`config.mk`:
```
export PLATFORM = sky130hd
export DESIGN_NAME = cdb_arbiter
export DESIGN_NICKNAME = d
export VERILOG_FILES = /design/src/rtl/cdb_arbiter.sv
export SDC_FILE = /design/constraint.sdc
export NUM_CORES = 1
export LEC_CHECK = 0
export BUFFER_PORTS_ARGS = -buffer_cell sky130_fd_sc_hd__buf_4
export CORE_ASPECT_RATIO = 1.75
export CORE_MARGIN = 3
export CORE_UTILIZATION = 40
export CTS_CLUSTER_SIZE = 28
export DETAILED_ROUTE_END_ITERATION = 16
export GPL_TIMING_DRIVEN = 0
export PLACE_DENSITY = 0.7
export SYNTH_ARGS = -nofsm -noshare
export SYNTH_HDL_FRONTEND = slang
export SYNTH_SLANG_ARGS = --single-unit
export TNS_END_PERCENT = 30
```
`constraint.sdc`:
```
create_clock -name clk -period 2.9 [get_ports clk]
set_clock_uncertainty 0.1 [all_clocks]
set_input_delay 0.145 -clock clk [delete_from_list [all_inputs] [get_ports clk]]
set_output_delay 0.145 -clock clk [all_outputs]
set_load 0.05 [all_outputs]
```
`src/rtl/cdb_arbiter.sv`:
```
// cdb_arbiter: round-robin scheduler for the shared common data bus.
// Each producer owns a one-entry holding slot; one occupied slot is broadcast (registered) per cycle.
module cdb_arbiter #(
    parameter int NUM_REQ   = 3,
    parameter int ID_WIDTH  = 4,
    parameter int VAL_WIDTH = 32,
    parameter int SRC_WIDTH = $clog2(NUM_REQ)
) (
    input  logic                         clk,
    input  logic                         rst_in,
    input  logic                         rdy_in,
    input  logic                         flush_in,
    input  logic [NUM_REQ-1:0]           req_valid,
    input  logic [NUM_REQ*ID_WIDTH-1:0]  req_tag,
    input  logic [NUM_REQ*VAL_WIDTH-1:0] req_val,
    output logic [NUM_REQ-1:0]           req_ready,
    output logic                         cdb_valid,
    output logic [ID_WIDTH-1:0]          cdb_tag,
    output logic [VAL_WIDTH-1:0]         cdb_val,
    output logic [SRC_WIDTH-1:0]         cdb_src,
    output logic                         busy
);

    logic [NUM_REQ-1:0]   occ;
    logic [ID_WIDTH-1:0]  slot_tag [NUM_REQ];
    logic [VAL_WIDTH-1:0] slot_val [NUM_REQ];
    logic [SRC_WIDTH-1:0] rr_ptr;

    logic                 active;
    logic [SRC_WIDTH-1:0] cand [NUM_REQ];
    logic                 win_found;
    logic [SRC_WIDTH-1:0] win_idx;
    logic                 grant;
    logic [SRC_WIDTH-1:0] next_ptr;

    assign active = rdy_in & ~flush_in;

    // cand[k] is the slot examined k-th in priority order, starting at rr_ptr.
    always_comb begin
        for (int k = 0; k < NUM_REQ; k++) begin
            cand[k] = SRC_WIDTH'((int'(rr_ptr) + k) % NUM_REQ);
        end
    end

    always_comb begin
        win_found = 1'b0;
        win_idx   = '0;
        for (int k = 0; k < NUM_REQ; k++) begin
            if (!win_found && occ[cand[k]]) begin
                win_found = 1'b1;
                win_idx   = cand[k];
            end
        end
    end

    assign grant    = win_found & active;
    assign next_ptr = (win_idx == SRC_WIDTH'(NUM_REQ - 1)) ? '0 : win_idx + SRC_WIDTH'(1);
    assign busy     = |occ;

    // Handshake: a slot takes {tag,val} at the edge where req_valid[i] & req_ready[i];
    // the producer holds tag/val stable while valid and not ready, and drops offers made during a flush.
    always_comb begin
        req_ready = '0;
        for (int i = 0; i < NUM_REQ; i++) begin
            req_ready[i] = rst_in & active & (~occ[i] | (grant & (win_idx == SRC_WIDTH'(i))));
        end
    end

    always_ff @(posedge clk or negedge rst_in) begin
        if (!rst_in) begin
            occ       <= '0;
            rr_ptr    <= '0;
            cdb_valid <= 1'b0;
            cdb_tag   <= '0;
            cdb_val   <= '0;
            cdb_src   <= '0;
            for (int i = 0; i < NUM_REQ; i++) begin
                slot_tag[i] <= '0;
                slot_val[i] <= '0;
            end
        end else if (rdy_in) begin
            if (flush_in) begin
                occ       <= '0;
                rr_ptr    <= '0;
                cdb_valid <= 1'b0;
            end else begin
                cdb_valid <= grant;
                if (grant) begin
                    cdb_tag      <= slot_tag[win_idx];
                    cdb_val      <= slot_val[win_idx];
                    cdb_src      <= win_idx;
                    occ[win_idx] <= 1'b0;
                    rr_ptr       <= next_ptr;
                end
                // A refill of the slot being granted overrides the clear above.
                for (int i = 0; i < NUM_REQ; i++) begin
                    if (req_valid[i] && req_ready[i]) begin
                        occ[i]      <= 1'b1;
                        slot_tag[i] <= req_tag[i*ID_WIDTH +: ID_WIDTH];
                        slot_val[i] <= req_val[i*VAL_WIDTH +: VAL_WIDTH];
                    end
                end
            end
        end
    end

endmodule
```
**After elaboration in Yosys (flattened, before gate mapping)**

Cells that the tools add are included.

- Register bits: 152
- Input port bits: 115

- Add/subtract/negate cells: 3
- Divide/modulo/power cells: 3
- Magnitude comparators: 6
- Equal/unequal tests: 2
- Muxes and demuxes: 29
- Bitwise operators: 19
- Reduce and logical (&&, ||, !) cells: 22

Operator list:

| cell | number |
|---|---|
| $bmux W32 S2 | 1 |
| $mod A32 B3 Y32 const B | 2 |
| $mux W32 | 2 |
| $mod A3 B3 Y32 const B | 1 |
| $lt A2 B3 Y1 const B | 4 |
| $mux W2 | 6 |
| $reduce_and A3 Y1 | 4 |
| $mux W1 | 11 |
| $and A1 B1 Y1 | 9 |
| $reduce_bool A3 Y1 | 3 |
| $bmux W4 S2 | 1 |
| $mux W4 | 2 |
| $reduce_and A2 Y1 | 4 |
| $bmux W1 S2 | 3 |
| $logic_and A1 B1 Y1 | 6 |
| $mux W3 | 2 |
| $not A1 Y1 | 4 |
| $add A2 B1 Y3 const B | 1 |
| $add A2 B2 Y3 const B | 1 |
| $and A3 B3 Y3 | 1 |
| $ge A3 B3 Y1 const B | 1 |
| $not A2 Y3 | 1 |
| $not A3 Y3 | 1 |
| $or A1 B1 Y1 | 3 |
| other kinds (9) | 10 |

**Longest topological paths before layout**

Gate-level depths: netlist of run 1.

- Depth in word-level cells: 19
- Depth in mapped cells: 10

**Worst setup path before layout of run 1**

Ideal clock, no wire load.

- Kind: register to output
- From: reg rr_ptr[0]
- To: out req_ready[0]
- Arrival time: 2.598 ns
- Path slack: 0.057 ns
- Cell stages (with the launch flop): 10
- Path buffers: 1
- Path through: dfrtp_1 inv_1 ha_1 and3b_1 nor2b_1 o22a_1 nor3_2 buf_2 nand2_1 a21oi_1

- Cells in the longest elaborated chain, start to end: 14
- Elaborated cells on any way between the ends: 26
- Those cells by class: add/sub (2); div (3); mux (12); bitwise (4); reduce/logical (5)

Ends and longest elaborated chain:

| element | RTL line | RTL |
|---|---|---|
| from (decl) | 27 | `logic [SRC_WIDTH-1:0] rr_ptr;` |
| from (signal assigned) | 93 | `rr_ptr <= next_ptr;` |
| parallel branches: the longest is 11 deep, another holds $mod A32 B3 Y32 | n/a |  |
| $and A1 B1 Y1 (*) | 65 | `req_ready[i] = rst_in & active & (~occ[i] \| (grant & (win_idx == SRC_WIDTH'(i))));` |
| $or A1 B1 Y1 (*) | 65 |  |
| $and A1 B1 Y1 (*) | 65 |  |
| to (decl) | 16 | `output logic [NUM_REQ-1:0] req_ready,` |

Mark *: on every way between the ends. The select of a mux whose other input is x is not followed.

**Final worst setup path of run 1**

- From: reg rr_ptr[0]
- To: reg slot_val[67] in the netlist's numbering

- Cells in the longest elaborated chain, start to end: 16
- Elaborated cells on any way between the ends: 28
- Those cells by class: add/sub (2); div (3); mux (12); bitwise (4); reduce/logical (7)

Ends and longest elaborated chain:

| element | RTL line | RTL |
|---|---|---|
| parallel branches: the longest is 11 deep, another holds $mod A32 B3 Y32 | n/a |  |
| $and A1 B1 Y1 (*) | 65 |  |
| $or A1 B1 Y1 (*) | 65 |  |
| $and A1 B1 Y1 (*) | 65 |  |
| $logic_and A1 B1 Y1 (*) | 97 | `if (req_valid[i] && req_ready[i]) begin` |
| $reduce_and A3 Y1 (no line) (*) | n/a |  |
| to (signal, indexed assignment) | 100 | `slot_val[i] <= req_val[i*VAL_WIDTH +: VAL_WIDTH];` |
| to (decl) | 26 | `logic [VAL_WIDTH-1:0] slot_val [NUM_REQ];` |

Marks and branches as above.
A chain may end at the register's enable or synchronous reset.

==> qor.csv, run 1 <==
stage,metric,value,unit
status,status,completed,
cells_and_area,drive_gt1_share,39.0,%
clock_network,cts_tree,built,
global_route,grt_pass1_vias,5818,
placed_design,gp_congestion,0.830,
routing,drt-total-wl,19500,um
synthesis,synth-seq-area-share,57.8,%
placed_design,place.port_buffers,157,
global_route,grt_max_degree,93,
die,die_area,0.0181,mm2
power,p_sw,4.33,mW
synthesis,ys.flop_type,dfrtp_1,
synthesis,syn_area_per_cell,13.2,um2
critical_path,startpoint_type,flop,
cells_and_area,n_antenna_cell,0,
die,die_w,103,um
power,power_frac_clock,20.4,%
die,die_h,176,um
run,drv_cap,0,
global_route,grt_use_total,21.8,%
synthesis,async_reset_ff_share,100,%
sta,fmax,362,MHz
worst_hold_path,min_delay_worst_endpoint,occ[1]$_DFFE_PN0P_,
clock_network,worstSkewPairLatency,0.41,ns
clock_network,cts_made_buffers,17,
critical_path,reg2regPathDepth,10,
critical_path,worstPathArrival,2.95,ns
routing,drc,0,
routing,drt-initial-drc-count,170,
global_route,grt.overflow.total,0,
die,ios,158,
synthesis,netlist_area,0.00658,mm2
sta,setup_viol_count_final,0,
sta,fin_hold_ws,0.0544,ns
cells_and_area,nFillCells,1202,
power,ir_drop,0.637,mV
critical_path,cp-startpoint,rr_ptr[0]$_DFFE_PN0P_,
synthesis,synth_cell_type_count,40,
synthesis,ys_warn_count,0,
sta,hold_viol,0,
critical_path,cp_top_family,compound AO/OA/AOI/OAI gates,
global_route,antenna_found_initial,0,
critical_path,worst-path-buf-inv,3,
critical_path,path_common_cell,buf_4,
critical_path,rrSetupSlack,0.14,ns
power,p_leak,4.52,nW
power,cell_internal_pwr,6.31,mW
critical_path,critical_path.cell_chain,inv_2 > ha_4 > mux2i_4 > o211ai_2 > buf_4 > o31ai_2 > nor2_1 > a21oi_4 > buf_4 > mux2_2,
worst_hold_path,hold_path_depth,3,
sta,max_slew_margin,38.8,%
sta,finalSetupTns,0,ns
clock_network,cts_root_buf,clkbuf_16,
power,p_comb_share,44.2,%
sta,period_share,95.1,%
power,p_sw_share,40.7,%
clock_network,clkSlewWorstSetupHoldPaths,0.07,ns
routing,ant_nets,0,
clock_network,cts.sinks,152,
critical_path,timing.rr.start,rr_ptr[0]$_DFFE_PN0P_,
sta,fin_crit,2.76,ns
routing,viasPerCell,5.28,
placed_design,pre_cts_ws,-0.0709,ns
critical_path,worstSetupEndpointType,flop,
routing,via_count,5249,
clock_network,cts_max_level,4,
power,power_density,1080,mW/mm2
sta,tightest_slew,0.907,ns
cells_and_area,final_util,61.4,%
critical_path,crit_required,3.09,ns
critical_path,crit_type,flop to flop,
sta,drv_slew,0,
synthesis,synth-edff-count,0,
die,initial_utilization,41.1,%
sta,setup_ws,0.141,ns
critical_path,cp_max_fo,7,
worst_hold_path,holdCritPathClass,input pin to flop,
clock_network,cts_buffer_depth,2,
global_route,grt_pass1_wl,30400,um
worst_hold_path,min_from,flush_in,
synthesis,synth_nets,619,
routing,firstDrtPassIters,4,
cells_and_area,syn2layout_area_growth,49.4,%
critical_path,critPathSlowestCell,dfrtp_1,
placed_design,dp.final_hpwl,12600,um
die,row_count,61,
synthesis,synth_cells,500,
critical_path,r2r-end,slot_val[67]$_DFFE_PN0P_,
critical_path,max_stage_delay,0.42,ns
power,seq_power_share,35.4,%
die,core,0.0160,mm2
synthesis,ys_ff_latch,152,
routing,wl_per_cell,19.6,um
cells_and_area,nets,913,
## routing by layer
metal / part of all wire (%) / vias up / routed length [um] / GRT usage (%)
met2: 55 / 178 / 10800 / 40.0
li1: - / 2381 / - / -
met1: 38 / 2655 / 7420 / 24.6
met3: 4.0 / 35 / 771 / 3.78
met4: 2.5 / 0 / 493 / 7.89
met5: 0 / - / 0 / 0
## worst reg2reg max path, stage by stage, from the launching register on
cell,delay [ns]
dfrtp_1,0.42
inv_2,0.10
ha_4,0.17
mux2i_4,0.24
o211ai_2,0.13
buf_4,0.16
o31ai_2,0.34
nor2_1,0.13
a21oi_4,0.27
buf_4,0.23
mux2_2,0.35
## Yosys cell counts (4+ instances only)
cell type  instances  share of area, %
dfrtp_1          152                58
clkbuf_1          10              0.57
mux2_1            32               5.5
mux2_4            29               6.6
buf_6             13               2.2
a21oi_1           38               2.9
mux2_2            48               8.2
buf_2              7              0.53
inv_1              5              0.29
ha_1               4              0.76
nand2_1           47               2.7
nor2b_1            5              0.48
nor2_1            40               2.3
a221oi_1          36               4.8
## metrics by stage
step           cells  total power [mW]  area, um2
3_5_place_dp     847              8.16       8030
4_1_cts          991              10.6       9750
2_1_floorplan    500              6.66       6580
6_report         995              10.6       9830
3_3_place_gp     846              7.97       8000
5_1_grt          995              11.2       9830
## state kept, by name, indices dropped and copies added (netlist names)
register,flops
cdb_val,32
slot_val,96
cdb_src,2
cdb_valid,1
rr_ptr,2
occ,3
cdb_tag,4
slot_tag,12
## layout by cell type (no fill, tap or decap), types with 2 or more instances in the layout
cell,n
buf_4,164
dfrtp_1,151
dlygate4sd3_1,110
mux2_2,48
nand2_1,47
nor2_1,40
a21oi_1,38
a221oi_1,36
mux2_1,32
mux2_4,29
clkbuf_16,18
buf_6,14
clkbuf_1,8
inv_1,4
nor2b_1,4
buf_2,4
clkinv_2,4
inv_6,4
nand3_1,3
nand3b_1,2
nand2b_1,2
nor3_4,2
o21ai_2,2
a21oi_4,2
clkbuf_2,2
o21ai_0,2
o21bai_1,2
ha_2,2
clkinv_4,2
bufinv_16,2
clkinvlp_4,2
## layout make-up
| class | instances | area [um2] | share of cell area (%) |
|---|---|---|---|
| Inverter | 5 | 18.8 | 0.191 |
| Clock buffer | 17 | 425 | 4.33 |
| Timing Repair Buffer | 275 | 2380 | 24.2 |
| Sequential cell | 152 | 3800 | 38.7 |
| Clock inverter | 14 | 148 | 1.50 |
| Buffer | 31 | 240 | 2.44 |
| Tap cell | 189 | 236 | 2.40 |
| Multi-Input combinational cell | 312 | 2580 | 26.2 |
## cells by family after synthesis
logic type / Yosys count / synth area share, %
flip-flops: 152 / 57.8
multiplexers: 111 / 20.6
AND/OR/NAND/NOR: 105 / 6.90
AO/OA/AOI/OAI: 92 / 10.2
buffers and inverters: 36 / 3.73
adder cells (fa/ha/maj): 4 / 0.760
## repair_timing
action | CTS | global route
endpoints found under the setup margin | 36 | 116
cloned | 0 | 1
gates resized for setup | 7 | 14
setup buffers | 3 | 3
endpoints found under the hold margin | 172 | 0
pin swaps | 3 | 4
hold buffers | 110 | 0
## power by group through the flow
stage / Combinational (mW) / Sequential (mW) / Clock [mW]
after floorplan: 2.12 / 4.54 / 0
after global placement: 4.28 / 3.69 / 0
after detailed placement: 4.40 / 3.76 / 0
after CTS: 4.64 / 3.73 / 2.20
after global routing: 5.05 / 3.86 / 2.29
final: 4.70 / 3.76 / 2.17
## worst max-delay path by stage
stage	endpoint	slack [ns]	depth (start not counted)
2_1_floorplan	req_ready[0]	0.06	9
3_3_place_gp	slot_val[62]$_DFFE_PN0P_	-0.44	5
3_5_place_dp	slot_val[90]$_DFFE_PN0P_	-0.07	9
4_1_cts	cdb_val[12]$_DFFE_PN0P_	0.003	9
5_1_grt	slot_val[57]$_DFFE_PN0P_	-0.003	9
6_report	slot_val[67]$_DFFE_PN0P_	0.14	10
(Power assumes the default switching activity.)
==> run 2, diff against run 1 <==
clock period = 2.8 ns   (was 2.9 ns; I/O delays follow)
==> qor.csv, run 2 (synthesized netlist as in run 1, its figures left out) <==
stage,metric,value,unit,change
status,status,completed,,unchanged
critical_path,worstPathArrival,2.89,ns,was 2.95 ns
clock_network,cts_root_buf,clkbuf_16,,unchanged
routing,via_count,5244,,"was 5,249"
global_route,antenna_found_initial,1,,was 0
power,p_sw_share,40.3,%,was 40.7%
sta,tightest_slew,0.872,ns,was 0.907 ns
clock_network,cts_made_buffers,17,,unchanged
critical_path,path_depth,10,,unchanged
clock_network,cts_buffer_depth,2,,unchanged
critical_path,max_stage_delay,0.45,ns,was 0.42 ns
power,p_leak,4.56,nW,was 4.52 nW
clock_network,cts_max_level,4,,unchanged
routing,wl_per_cell,19.3,um,was 19.6 um
global_route,grt_max_degree,91,,was 93
power,totalPowerFinal,11.2,mW,was 10.6 mW
clock_network,clkSlewWorstSetupHoldPaths,0.06,ns,was 0.07 ns
cells_and_area,layout_commonest_cell,buf_4,,unchanged
power,cell_internal_pwr,6.68,mW,was 6.31 mW
critical_path,endpoint,slot_val[28]$_DFFE_PN0P_,,was slot_val[67]$_DFFE_PN0P_
clock_network,worstSkewPairLatency,0.41,ns,about the same
critical_path,cp-startpoint,rr_ptr[1]$_DFFE_PN0P_,,was rr_ptr[0]$_DFFE_PN0P_
sta,hold_viol,0,,unchanged
clock_network,cts_tree,built,,unchanged
power,ir_drop,0.535,mV,was 0.637 mV
sta,setup_viol_count_final,0,,unchanged
die,initial_utilization,41.1,%,unchanged
die,core,0.0160,mm2,unchanged
critical_path,worstSetupEndpointType,flop,,unchanged
routing,ant_nets,0,,unchanged
global_route,grt.overflow.total,0,,unchanged
sta,setup_ws,0.101,ns,was 0.141 ns
cells_and_area,syn2layout_area_growth,50.8,%,was 49.4%
routing,drc,0,,unchanged
sta,fin_hold_ws,0.0439,ns,was 0.0544 ns
cells_and_area,reg_top3,"slot_val: 96 flops, cdb_val: 32 flops, slot_tag: 12 flops",,unchanged
cells_and_area,final_cells,999,,was 995
routing,drt-initial-drc-count,188,,was 170
die,die_area,0.0181,mm2,unchanged
critical_path,path_common_cell,buf_6,,was buf_4
critical_path,timing.rr.start,rr_ptr[1]$_DFFE_PN0P_,,was rr_ptr[0]$_DFFE_PN0P_
sta,drv_slew,0,,unchanged
placed_design,place.port_buffers,157,,unchanged
global_route,grt_use_total,21.3,%,was 21.8%
cells_and_area,final_cell_mix,"buf_4 (164), dfrtp_1 (151), dlygate4sd3_1 (110), mux2_2 (48), nand2_1 (47)",,unchanged
routing,firstDrtPassIters,4,,unchanged
critical_path,startpoint_type,flop,,unchanged
power,power_density,1130,mW/mm2,was 1080 mW/mm2
clock_network,cts.sinks,152,,unchanged
cells_and_area,drive_gt1_share,39.8,%,was 39.0%
sta,max_slew_margin,41.1,%,was 38.8%
placed_design,post-place-cells,847,,unchanged
power,p_comb_share,43.5,%,was 44.2%
cells_and_area,nets,915,,was 913
critical_path,r2r-end,slot_val[28]$_DFFE_PN0P_,,was slot_val[67]$_DFFE_PN0P_
placed_design,dp.final_hpwl,12600,um,about the same
power,p_sw,4.52,mW,was 4.33 mW
cells_and_area,largest_reg_flops,96,,unchanged
cells_and_area,regMostFlops,slot_val,,unchanged
global_route,grt_pass1_wl,29700,um,"was 30,400 um"
sta,fin_crit,2.70,ns,was 2.76 ns
critical_path,cp_top_family,compound AO/OA/AOI/OAI gates,,unchanged
routing,viasPerCell,5.25,,was 5.28
critical_path,crit_required,2.99,ns,was 3.09 ns
power,power_frac_clock,21.6,%,was 20.4%
critical_path,critPathSlowestCell,dfrtp_2,,was dfrtp_1
placed_design,pre_cts_ws,-0.219,ns,was -0.0709 ns
routing,drt-total-wl,19200,um,"was 19,500 um"
power,seq_power_share,34.8,%,was 35.4%
global_route,grt_pass1_vias,5795,,"was 5,818"
die,die_h,176,um,unchanged
cells_and_area,nFillCells,1189,,"was 1,202"
die,ios,158,,unchanged
critical_path,crit_type,flop to flop,,unchanged
critical_path,rrSetupSlack,0.10,ns,was 0.14 ns
critical_path,worst-path-buf-inv,3,,unchanged
sta,fmax,371,MHz,was 362 MHz
sta,period_share,96.4,%,was 95.1%
die,die_w,103,um,unchanged
worst_hold_path,holdCritPathClass,input pin to flop,,unchanged
critical_path,reg2regPathDepth,10,,unchanged
critical_path,critical_path.cell_chain,ha_4 > mux2i_4 > o211ai_2 > o22a_2 > buf_4 > o21ba_1 > and2_1 > buf_6 > buf_6 > mux2_4,,was inv_2 > ha_4 > mux2i_4 > o211ai_2 > buf_4 > o31ai_2 > nor2_1 > a21oi_4 > buf_4 > mux2_2
die,row_count,61,,unchanged
placed_design,gp_congestion,0.857,,was 0.830
critical_path,cp_max_fo,10,,was 7
run,drv_cap,0,,unchanged
## run 2: worst reg2reg max path, cell delays in order (launching register included)
cell and delay, ns:
dfrtp_2 0.45, ha_4 0.19, mux2i_4 0.18, o211ai_2 0.28
o22a_2 0.22, buf_4 0.13, o21ba_1 0.13, and2_1 0.18
buf_6 0.19, buf_6 0.21, mux2_4 0.32
## run 2: worst min path at each step
stage / cells past startpoint / slack, ns / start / end
floorplan: 0 / -0.26 / rst_in / cdb_src[0]$_DFFE_PN0P_
global placement: 2 / 0.25 / req_val[8] / slot_val[72]$_DFFE_PN0P_
detailed placement: 1 / 0.07 / rst_in / slot_val[88]$_DFFE_PN0P_
CTS: 1 / -0.37 / rst_in / slot_val[88]$_DFFE_PN0P_
global route: 3 / 0.04 / flush_in / occ[1]$_DFFE_PN0P_
finish: 3 / 0.04 / flush_in / occ[1]$_DFFE_PN0P_
## run 2: layout make-up
| type | count | area, um2 | area share (%) |
|---|---|---|---|
| multi-input cells | 312 | 2590 | 26.1 |
| inverters | 5 | 18.8 | 0.189 |
| repair buffers | 277 | 2400 | 24.2 |
| diodes | 1 | 2.50 | 0.0252 |
| well taps | 189 | 236 | 2.38 |
| flip-flops and latches | 152 | 3800 | 38.3 |
| clock inverters | 14 | 188 | 1.89 |
| clock buffers | 18 | 439 | 4.43 |
| plain buffers | 31 | 240 | 2.42 |
## run 2: metrics by stage
step            TNS (ns)  instance area (um2)  util (%)
2_1_floorplan          0                 6590         -
3_3_place_gp      -45.77                 8000      49.9
3_5_place_dp       -7.44                 8030      50.1
4_1_cts        -0.000881                 9830      61.3
5_1_grt          -0.0638                 9920      61.9
6_report               0                 9920      61.9
## run 2: routing by layer
| layer | part of all wire [%] | up-vias | global-route usage, % | wire [um] |
|---|---|---|---|---|
| met2 | 55 | 189 | 38.2 | 10600 |
| met1 | 38 | 2625 | 23.9 | 7340 |
| met4 | 3.2 | 0 | 9.40 | 611 |
| met3 | 3.6 | 40 | 4.05 | 699 |
| met5 | 0 | - | 0 | 0 |
| li1 | - | 2390 | - | - |
## run 2: what timing repair did
action,4_1_cts,5_1_grt
hold buffers,109,2
pin swaps,4,5
gates resized for setup,8,16
endpoints found under the setup margin,85,131
hold endpoints to repair,174,65
setup buffers,7,1
## run 2: power groups by stage
stage	Sequential (mW)	Combinational, mW	Clock [mW]
after global routing	4.00	5.23	2.58
after floorplan	4.70	2.20	0
after global placement	3.82	4.43	0
after CTS	3.86	4.83	2.47
after detailed placement	3.90	4.55	0
final	3.90	4.88	2.42
==> run 3, diff against run 2 <==
BUFFER_PORTS_ARGS = -buffer_cell sky130_fd_sc_hd__buf_2   (was -buffer_cell sky130_fd_sc_hd__buf_4)
GPL_TIMING_DRIVEN = 1   (was 0)
==> qor.csv, run 3 (synthesized netlist as in run 1, its figures left out) <==
stage,metric,value,unit,change
power,power_frac_clock,20.7,%,was 21.6%
clock_network,cts_max_level,4,,unchanged
sta,period_share,98.0,%,was 96.4%
power,power_density,1140,mW/mm2,was 1130 mW/mm2
critical_path,cp_max_fo,37,,was 10
critical_path,critPathSlowestCell,dfrtp_2,,unchanged
clock_network,cts_root_buf,clkbuf_16,,unchanged
routing,top_layer_used,met4,,unchanged
global_route,grt_pass1_vias,5995,,"was 5,795"
clock_network,cts.sinks,152,,unchanged
clock_network,cts_made_buffers,17,,unchanged
routing,wl_per_cell,19.6,um,was 19.3 um
routing,drt-initial-drc-count,224,,was 188
critical_path,crit_type,flop to flop,,unchanged
critical_path,crit_required,3.00,ns,was 2.99 ns
cells_and_area,nFillCells,1250,,"was 1,189"
cells_and_area,regMostFlops,slot_val,,unchanged
routing,wl_met3,858,um,was 699 um
global_route,grt_use_total,22.0,%,was 21.3%
sta,drv_slew,0,,unchanged
power,p_comb_share,43.2,%,was 43.5%
routing,viasPerCell,5.38,,was 5.25
routing,firstDrtPassIters,5,,was 4
sta,tightest_slew,0.823,ns,was 0.872 ns
status,status,completed,,unchanged
sta,max_slew_margin,44.4,%,was 41.1%
routing,ant_nets,0,,unchanged
global_route,antenna_found_initial,0,,was 1
cells_and_area,syn2layout_area_growth,43.0,%,was 50.8%
die,die_w,103,um,unchanged
routing,via_count,5271,,"was 5,244"
critical_path,worstSetupEndpointType,flop,,unchanged
critical_path,worst-path-buf-inv,3,,unchanged
sta,fin_hold_ws,0.0248,ns,was 0.0439 ns
cells_and_area,reg_top3,"slot_val: 96 flops, cdb_val: 32 flops, slot_tag: 12 flops",,unchanged
global_route,grt.overflow.total,0,,unchanged
die,initial_utilization,41.1,%,unchanged
die,row_count,61,,unchanged
sta,fin_crit,2.74,ns,was 2.70 ns
routing,dr_wl_met2,10700,um,"was 10,600 um"
critical_path,max_stage_delay,0.45,ns,about the same
sta,hold_viol,0,,unchanged
clock_network,clkSlewWorstSetupHoldPaths,0.07,ns,was 0.06 ns
sta,finalSetupTns,0,ns,unchanged
placed_design,place.port_buffers,157,,unchanged
cells_and_area,layout_commonest_cell,buf_2,,was buf_4
clock_network,cts_buffer_depth,2,,unchanged
sta,setup_viol_count_final,0,,unchanged
placed_design,gp_congestion,0.935,,was 0.857
routing,drt-total-wl,19200,um,about the same
critical_path,cp_top_family,buffers and inverters,,was compound AO/OA/AOI/OAI gates
power,cell_internal_pwr,6.34,mW,was 6.68 mW
global_route,grt_pass1_wl,30200,um,"was 29,700 um"
die,ios,158,,unchanged
power,p_sw,4.40,mW,was 4.52 mW
routing,drc,0,,unchanged
die,die_area,0.0181,mm2,unchanged
power,p_leak,4.33,nW,was 4.56 nW
global_route,grt_max_degree,67,,was 91
cells_and_area,n_antenna_cell,0,,was 1
worst_hold_path,holdCritPathClass,input pin to flop,,unchanged
die,die_h,176,um,unchanged
critical_path,worstPathArrival,2.94,ns,was 2.89 ns
die,core,0.0160,mm2,unchanged
sta,fmax,364,MHz,was 371 MHz
placed_design,dp.final_hpwl,12000,um,"was 12,600 um"
power,ir_drop,0.588,mV,was 0.535 mV
power,p_sw_share,41.0,%,was 40.3%
clock_network,cts_tree,built,,unchanged
cells_and_area,final_cell_mix,"buf_2 (154), dfrtp_1 (150), dlygate4sd3_1 (110), mux2_2 (48), nand2_1 (45)",,"was buf_4 (164), dfrtp_1 (151), dlygate4sd3_1 (110), mux2_2 (48), nand2_1 (47)"
power,seq_power_share,36.2,%,was 34.8%
critical_path,startpoint_type,flop,,unchanged
routing,met1_length,7000,um,was 7340 um
cells_and_area,largest_reg_flops,96,,unchanged
cells_and_area,nets,897,,was 915
run,drv_cap,0,,unchanged
cells_and_area,drive_gt1_share,39.8,%,about the same
critical_path,critical_path.cell_chain,inv_1 > ha_4 > nand3b_1 > o211ai_4 > o22a_2 > buf_4 > o21ba_1 > and2_2 > buf_12 > mux2_2,,was ha_4 > mux2i_4 > o211ai_2 > o22a_2 > buf_4 > o21ba_1 > and2_1 > buf_6 > buf_6 > mux2_4
clock_network,worstSkewPairLatency,0.42,ns,was 0.41 ns
run 3: metal layers:
metal	up-vias	track usage, %
met5	-	0
met4	0	10.8
met3	47	4.81
met2	216	39.9
met1	2655	23.3
li1	2353	-
run 3: final cells by class:
cell class	count	area (um2)	share of cell area [%]
timing repair buffer	290	2140	22.7
tap	189	236	2.51
clock inverter	12	125	1.33
multi-input combinational	312	2640	28.1
inverter	5	18.8	0.199
clock buffer	20	447	4.75
sequential	152	3810	40.5
run 3: final timing paths:
kind,to,start,slack (ns),depth (start not counted)
min in group asynchronous,cdb_val[20]$_DFFE_PN0P_,rst_in,0.06,2
hold reg to reg,slot_val[50]$_DFFE_PN0P_,slot_val[50]$_DFFE_PN0P_,0.39,1
setup / recovery,slot_tag[1]$_DFFE_PN0P_,rr_ptr[1]$_DFFE_PN0P_,0.06,10
setup reg to reg,slot_tag[1]$_DFFE_PN0P_,rr_ptr[1]$_DFFE_PN0P_,0.06,10
hold / removal,occ[2]$_DFFE_PN0P_,flush_in,0.02,4
max in group asynchronous,cdb_val[18]$_DFFE_PN0P_,rst_in,1.40,3
run 3: power groups by stage:
stage               clock network (mW)  registers (mW)  logic [mW]
floorplan                            0            4.70        2.20
global placement                     0            3.82        4.15
detailed placement                   0            3.87        4.28
CTS                               2.28            3.86        4.55
global route                      2.36            3.99        4.99
finish                            2.22            3.88        4.63
run 3: stage by stage:
| stage | total power, mW | std cells | setup slack (ns) | area, um2 | util, % |
|---|---|---|---|---|---|
| after floorplan | 6.90 | 500 | 0.0341 | 6590 | - |
| after global placement | 7.97 | 831 | 0.195 | 7580 | 47.3 |
| after detailed placement | 8.15 | 831 | 0.0787 | 7580 | 47.3 |
| after CTS | 10.7 | 978 | 0.0193 | 9320 | 58.1 |
| after global routing | 11.3 | 980 | -0.0250 | 9410 | 58.7 |
| final | 10.7 | 980 | 0.0552 | 9410 | 58.7 |
run 3: what timing repair did:
action / in CTS / in global routing
cloned: 0 / 0
buffers inserted: 5 / 2
resized for setup: 9 / 18
hold buffers: 110 / 0
hold endpoints to repair: 134 / 0
pin swaps: 4 / 5
setup endpoints to repair: 2 / 8
run 3: worst register-to-register path, cell delays in order (launching register included):
cell and delay [ns]:
dfrtp_2 0.45, inv_1 0.16, ha_4 0.20, nand3b_1 0.22, o211ai_4 0.19, o22a_2 0.22
buf_4 0.13, o21ba_1 0.12, and2_2 0.17, buf_12 0.28, mux2_2 0.38
